--- src/rtl/mux_alloc.sv ---
// 2-input wormhole output allocator: packet lock HEAD..TAIL, round-robin at packet
// boundaries, optional per-VC downstream credit tracking (MUX_ALLOC_CREDIT_EN).
module mux_alloc #(
  parameter int VCHW  = 1,
  parameter int DEPTH = 4,
  parameter int CW    = 3
) (
  input  logic            clk,
  input  logic            rst,
  input  logic            ivalid_0,
  input  logic [1:0]      itype_0,
  input  logic [VCHW-1:0] ivch_0,
  input  logic            ivalid_1,
  input  logic [1:0]      itype_1,
  input  logic [VCHW-1:0] ivch_1,
  input  logic            icredit,
  input  logic [VCHW-1:0] icredit_vch,
  output logic [1:0]      sel,
  output logic            gnt_0,
  output logic            gnt_1,
  output logic            busy,
  output logic            err
);

  localparam int NVC = 2**VCHW;
  localparam logic [CW-1:0] DEPTH_C = CW'(DEPTH);

  localparam logic [1:0] TYPE_NONE = 2'b00;
  localparam logic [1:0] TYPE_HEAD = 2'b01;
  localparam logic [1:0] TYPE_TAIL = 2'b10;
  localparam logic [1:0] TYPE_DATA = 2'b11;

  typedef enum logic [1:0] {
    IDLE  = 2'b00,
    LOCK0 = 2'b01,
    LOCK1 = 2'b10
  } state_t;

  state_t          state_q, state_d;
  logic            rr_q, rr_d;
  logic [VCHW-1:0] lock_vch_q, lock_vch_d;
  logic            err_q, err_d;

  logic            avail_0, avail_1, lock_avail;
  logic            cred_err;
  logic            elig_0, elig_1, pick_0, pick_1;
  logic [VCHW-1:0] xfer_vch;

`ifdef MUX_ALLOC_CREDIT_EN
  logic [CW-1:0] credit_q [NVC];
  logic [CW-1:0] credit_d [NVC];

  assign avail_0    = (credit_q[ivch_0] != '0);
  assign avail_1    = (credit_q[ivch_1] != '0);
  assign lock_avail = (credit_q[lock_vch_q] != '0);

  // A return and a transfer on the same VC cancel, so no overflow check then.
  always_comb begin
    cred_err = 1'b0;
    for (int unsigned v = 0; v < NVC; v++) begin
      credit_d[v] = credit_q[v];
      if (icredit && (icredit_vch == VCHW'(v)) &&
          !((gnt_0 || gnt_1) && (xfer_vch == VCHW'(v)))) begin
        if (credit_q[v] == DEPTH_C) cred_err = 1'b1;
        else                        credit_d[v] = credit_q[v] + CW'(1);
      end else if (!(icredit && (icredit_vch == VCHW'(v))) &&
                   (gnt_0 || gnt_1) && (xfer_vch == VCHW'(v))) begin
        credit_d[v] = credit_q[v] - CW'(1);
      end
    end
  end

  always_ff @(posedge clk or posedge rst) begin
    if (rst) begin
      for (int unsigned v = 0; v < NVC; v++) credit_q[v] <= DEPTH_C;
    end else begin
      for (int unsigned v = 0; v < NVC; v++) credit_q[v] <= credit_d[v];
    end
  end
`else
  logic unused_credit;

  assign avail_0       = 1'b1;
  assign avail_1       = 1'b1;
  assign lock_avail    = 1'b1;
  assign cred_err      = 1'b0;
  assign unused_credit = ^{icredit, icredit_vch, xfer_vch, DEPTH_C};
`endif

  assign elig_0 = ivalid_0 && (itype_0 == TYPE_HEAD) && avail_0;
  assign elig_1 = ivalid_1 && (itype_1 == TYPE_HEAD) && avail_1;
  assign pick_1 = elig_1 && (!elig_0 || rr_q);
  assign pick_0 = elig_0 && !pick_1;

  always_comb begin
    state_d    = state_q;
    rr_d       = rr_q;
    lock_vch_d = lock_vch_q;
    err_d      = err_q || cred_err;
    sel        = '0;
    gnt_0      = 1'b0;
    gnt_1      = 1'b0;
    xfer_vch   = lock_vch_q;
    case (state_q)
      IDLE: begin
        if (pick_1) begin
          sel        = 2'b10;
          gnt_1      = 1'b1;
          lock_vch_d = ivch_1;
          xfer_vch   = ivch_1;
          state_d    = LOCK1;
        end else if (pick_0) begin
          sel        = 2'b01;
          gnt_0      = 1'b1;
          lock_vch_d = ivch_0;
          xfer_vch   = ivch_0;
          state_d    = LOCK0;
        end
        // DATA/TAIL without a preceding HEAD is never granted
        if ((ivalid_0 && itype_0[1]) || (ivalid_1 && itype_1[1])) err_d = 1'b1;
      end
      LOCK0: begin
        sel   = 2'b01;
        gnt_0 = ivalid_0 && lock_avail;
        if (gnt_0) begin
          if (itype_0 == TYPE_TAIL) begin
            state_d = IDLE;
            rr_d    = 1'b1;
          end else if ((itype_0 == TYPE_HEAD) || (itype_0 == TYPE_NONE)) begin
            err_d = 1'b1;
          end
        end
      end
      LOCK1: begin
        sel   = 2'b10;
        gnt_1 = ivalid_1 && lock_avail;
        if (gnt_1) begin
          if (itype_1 == TYPE_TAIL) begin
            state_d = IDLE;
            rr_d    = 1'b0;
          end else if (itype_1 != TYPE_DATA) begin
            err_d = 1'b1;
          end
        end
      end
      default: state_d = IDLE;
    endcase
  end

  always_ff @(posedge clk or posedge rst) begin
    if (rst) begin
      state_q    <= IDLE;
      rr_q       <= 1'b0;
      lock_vch_q <= '0;
      err_q      <= 1'b0;
    end else begin
      state_q    <= state_d;
      rr_q       <= rr_d;
      lock_vch_q <= lock_vch_d;
      err_q      <= err_d;
    end
  end

  assign busy = (state_q != IDLE);
  assign err  = err_q;

endmodule
--- config.mk ---
export PLATFORM = sky130hd
export DESIGN_NAME = mux_alloc
export DESIGN_NICKNAME = d
export VERILOG_FILES = /design/src/rtl/mux_alloc.sv
export SDC_FILE = /design/constraint.sdc
export NUM_CORES = 1
export LEC_CHECK = 0
export CAP_MARGIN = 5
export CELL_PAD_IN_SITES_DETAIL_PLACEMENT = 0
export CELL_PAD_IN_SITES_GLOBAL_PLACEMENT = 2
export CORE_ASPECT_RATIO = 0.9
export CORE_MARGIN = 2
export CORE_UTILIZATION = 19
export CTS_BUF_LIST = sky130_fd_sc_hd__clkbuf_16
export DETAILED_ROUTE_END_ITERATION = 7
export GPL_TIMING_DRIVEN = 0
export PLACE_DENSITY = 0.91
export SLEW_MARGIN = 20
export SYNTH_ARGS = -nofsm -noshare
export SYNTH_HDL_FRONTEND = slang
export SYNTH_SLANG_ARGS = --single-unit
--- constraint.sdc ---
create_clock -name clk -period 3.7 [get_ports clk]
set_input_delay 0.74 -clock clk [delete_from_list [all_inputs] [get_ports clk]]
set_output_delay 0.74 -clock clk [all_outputs]
set_load 0.05 [all_outputs]
---- Word-level counts from Yosys, hierarchy flattened ----
Cells that the tools add are included.
storage, ports and cells
  register bits ........................... 4
  bits of input ports ..................... 12
  logic and storage cells ................. 67
operators by class
  equal/unequal tests ..................... 17
  multiplexer cells ....................... 28
  reduce and logical (&&, ||, !) cells .... 19
operator list
  kind                  count
  $ne A2 B2 Y1 const B  10
  $mux W1               15
  $mux W2               7
  $pmux W2 S3           2
  $reduce_and A5 Y1     2
  $reduce_and A8 Y1     1
  $eq A2 B1 Y1 const B  3
  $eq A2 B2 Y1 const B  3
  $logic_and A1 B1 Y1   6
  $pmux W1 S2           3
  $logic_not A2 Y1      2
  $reduce_bool A2 Y1    2
  $logic_or A1 B1 Y1    3
  $ne A3 B3 Y1 const B  1
  $pmux W1 S3           1
  $reduce_bool A3 Y1    1
  $logic_not A1 Y1      2

---- Depth between registers and ports, before layout ----
Gate-level depths: netlist of run 1.
  word-level depth ........................ 10
  mapped depth ............................ 4
  gate-level depth less buffers ........... 3

---- Worst setup path before layout of run 1 ----
No wires, ideal clock.
  path kind ............................... in2out
  from .................................... in itype_1[1]
  to ...................................... out gnt_0
  data arrival time ....................... 2.116 ns
  required time ........................... 2.960 ns
  slack ................................... 0.844 ns
  stages on the path ...................... 3
  path through ............................ nand4b_1 a31oi_1 nor3b_1
on the way
  word-level cells in the longest chain between the ends .. 8
RTL lines
  item                   RTL line  RTL
  start, declared        14        input logic [1:0] itype_1,
  $eq A2 B1 Y1 *         91        assign elig_1 = ivalid_1 && (itype_1 == TYPE_HEAD) && avail_1;
  $logic_and A1 B1 Y1 *  91
  $logic_and A1 B1 Y1 *  92        assign pick_1 = elig_1 && (!elig_0 || rr_q);
  $logic_not A1 Y1       93        assign pick_0 = elig_0 && !pick_1;
  $logic_and A1 B1 Y1    93
  $mux W1                112       end else if (pick_0) begin
  $mux W1 *              106       if (pick_1) begin
  $pmux W1 S2 *          104       case (state_q)
  end, declared          19        output logic gnt_0,
Mark *: on every way between the ends. The rest lies on a longest branch, timed or not.

---- Worst setup path in the final report of run 1 ----
  from .................................... in ivalid_1
  to ...................................... out sel[1]
on the way
  word-level cells in the longest chain between the ends .. 4
RTL lines
  item                 RTL line  RTL
  start, declared      13        input logic ivalid_1,
  $logic_and A1 B1 Y1  91
  $logic_and A1 B1 Y1  92
  $mux W2              106
  $pmux W2 S3          104
  end, declared        18        output logic [1:0] sel,
No other way between the ends.

==> impl_results.md, run 1 <==
- Tot GR Track Use: 0.105
- Initial antenna violation count: 0
- Startpoint Class: primary input
- Slew Viols, Final: 0
- Peak VDD IR: around 0.0002 V
- Share of cells above drive strength 1: 0.111
- Power per cell area: between 600 and 700 nW/um2
- Final setup viols: 0
- CTS clock-pin slew for the worst setup and hold paths: roughly 0.030 ns
- Wl on met1: 371 um
- P_sw: between 0.09 and 0.1 mW
- Antenna viol nets, final: 0
- Delay-heaviest family, CP: buffers and inverters
- Internal: approximately 0.22 mW
- Pin count of the biggest net entering global routing: 11
- Max-slew headroom: 0.666
- Clock root buffer: clkbuf_16
- CP most frequent cell: clkdlybuf4s50_1
- Remaining Overflow, GRT: 0
- Min cycle time layout: around 3.6 ns
- Fillcell total: about 160
- Worst slew pin tran: ~0.50 ns
- # IOs: 18
- Largest stage delay on the critical path: 0.79 ns
- Syn. warnings: 0
- Clock power frac: 0.526
- Routed wl met2: roughly 370 um
- Setup TNS: 0 ns
- Num CTS Buffers: 3
- Max-cap violations: 0
- Routability cong.: 0.694
- Synth top area cells: dfrtp_1 33%, inv_1 6.2%, nand2_1 6.2%
- DP Cell Count: 66
- Via/cell ratio: slightly below 5
- Post-Syn Nets: 50
- F_max: about 270 MHz
- Vias: ~340
- Synthesized flop and latch total: 4
- Site row count: 13
- Worst path arrival time: 2.90 ns
- Core ar.: about 1500 um2
- Routed wire length on met3: between 70 and 80 um
- Die X: 46.1 um
- First-pass GRT wire length: ~1400 um
- Final HPWL DP: approximately 610 um
- Hold Path Class: reg2reg
- Critical path fanouts, max: 6
- Mapped Avg Cell Area: about 8.0 um2
- Worst-Skew Late Latency: roughly 0.22 ns
- Register area share after synthesis: 0.331
- Post-synth cell types: 23
- Router iterations before antenna repair: 4
- Crit path capture type: output pin
- Post-layout nets: just under 70
- H-Tree Depth: 1
- Fin cells: 69
- DRC: 0
- # diodes: 0
- Die H: 41.9 um
- Slowest cell on crit path: clkdlybuf4s50_1
- Fin crit share: 0.984
- CP Class: in2out
- Post-synth EDFFs: 0
- Final Hold Violating Endpoints: 0
- Vias in the first global route: 329
- Clk sink count: 4
- Synthesized cell area: around 300 um2
- Die Area: 1930 um2
- Buf/Inv on CP: 2
- Leak pwr: approximately 0.24 nW
- Cells after synthesis: 38
- Clock Skew: roughly 0.0012 ns
- Post-CTS Setup Bufs: 0
- Average routed wire per standard cell: between 10 and 15 um
- CTS tree: yes
- Starting Density: 0.207
- Top cell type's share of synthesized area: 0.331
- RSZ-0062 raised after global routing: false
- DRT Wirelength: around 840 um
- Fin Hold WS: ~0.47 ns
- Sw Share: 0.302
- Flop pwr share: 0.155
- Synth Flop Type: dfrtp_1
- Port buffer count: 13
- Crit path cell chain: clkdlybuf4s50_1 -> or3b_1 -> a311o_1 -> nand2_1 -> clkdlybuf4s50_1
- Outcome: finished clean
- Longest Clk Path Bufs: 2
- Required time worst endpoint: 2.96 ns
- Highest metal used: met4
- Power share of the combinational group: 0.319
- Async set-reset flop share out of synthesis: 1.00
- Area leader, netlist: dfrtp_1
- Initial DRC Count: 6
- Area grow syn2layout: 74.8%
- Leading cell types by count after synthesis: 5 x inv_1, 5 x nand2_1, 4 x dfrtp_1
[placed cells by master (no fill, tap or decap)]
cell / n
a21oi_1: 2
a22oi_1: 1
a311o_1: 1
a311oi_1: 1
a31o_2: 1
a31oi_1: 2
and2_1: 1
and4bb_2: 1
clkbuf_1: 2
clkbuf_16: 3
clkdlybuf4s50_1: 12
dfrtp_1: 4
dlymetal6s2s_1: 1
inv_1: 5
nand2_1: 5
nand2b_1: 1
nand3b_1: 1
nand4b_1: 2
nor2_1: 1
nor2b_1: 1
nor3_1: 1
nor3b_1: 1
o21ai_0: 1
o31ai_1: 1
or2_2: 1
or3b_1: 1
[tightest hold or removal path, delay by kind of cell (launching register included)]
family / cells / cell delay (ns)
AO/OA/AOI/OAI: 2 / 0.10
flip-flops: 1 / 0.33
[worst paths after layout]
check / start / slack (ns) / end / depth (start not counted)
max in group asynchronous: rst / 2.83 / rr_q$_DFFE_PP0P_ / 2
max reg2reg: state_q[1]$_DFFE_PP0P_ / 2.39 / err$_DFFE_PP0P_ / 4
min reg2reg: err$_DFFE_PP0P_ / 0.47 / err$_DFFE_PP0P_ / 2
min in group asynchronous: rst / 0.71 / state_q[1]$_DFFE_PP0P_ / 2
max: ivalid_1 / 0.06 / sel[1] / 5
min: err$_DFFE_PP0P_ / 0.47 / err$_DFFE_PP0P_ / 2
[sequential cells by signal, indices dropped and copies added, names as in the netlist]
signal	count
state_q	2
err	1
rr_q	1
[area by class of cell]
type | count | area, um2 | area share
multi-input cells | 27 | 176 | 0.333
well taps | 15 | 18.8 | 0.0355
inverters | 5 | 18.8 | 0.0355
flip-flops and latches | 4 | 100 | 0.189
repair buffers | 13 | 133 | 0.251
plain buffers | 2 | 7.51 | 0.0142
clock buffers | 3 | 75.1 | 0.142
[power by group through the flow]
stage,clock (mW),sequential (mW),combinational [mW]
after detailed placement,0,0.0504,0.103
after CTS,0.171,0.0499,0.104
after global routing,0.174,0.0504,0.109
after global placement,0,0.0503,0.103
final,0.169,0.0499,0.103
after floorplan,0,0.0501,0.0682
[per-stage QoR]
| step | util | setup WS, ns | area, um2 | total power, mW |
|---|---|---|---|---|
| floorplan | - | 0.844 | 303 | 0.118 |
| finish | 0.362 | 0.0585 | 529 | 0.322 |
| global route | 0.362 | 0.000777 | 529 | 0.333 |
| CTS | 0.360 | 0.0484 | 527 | 0.325 |
| global placement | 0.309 | 0.0451 | 452 | 0.153 |
| detailed placement | 0.309 | 0.0510 | 452 | 0.154 |
[routing by layer]
metal / track usage / vias up
met5: 0 / -
met4: 0.0857 / 0
met3: 0.0565 / 2
met2: 0.142 / 14
met1: 0.117 / 149
li1: - / 172
[kinds of logic (layout without fill, tap and decap cells)]
logic type / after synthesis / after routing / share of synthesized area
flip-flops: 4 / 4 / 0.331
AO/OA/AOI/OAI: 10 / 10 / 0.231
AND/OR/NAND/NOR: 17 / 17 / 0.351
buffers and inverters: 7 / 23 / 0.0868
[timing repair]
item	4_1_cts	5_1_grt
gates resized for setup	0	1
endpoints found under the setup margin	0	1
hold buffers	0	0
No activity file was read; power rests on OpenSTA's default activity.
==> run 2: changes to the inputs <==
- CTS_CLUSTER_DIAMETER: not set -> 150
==> results of run 2 <==
No change in the layout: final DEF, timing and power equal those of run 1.
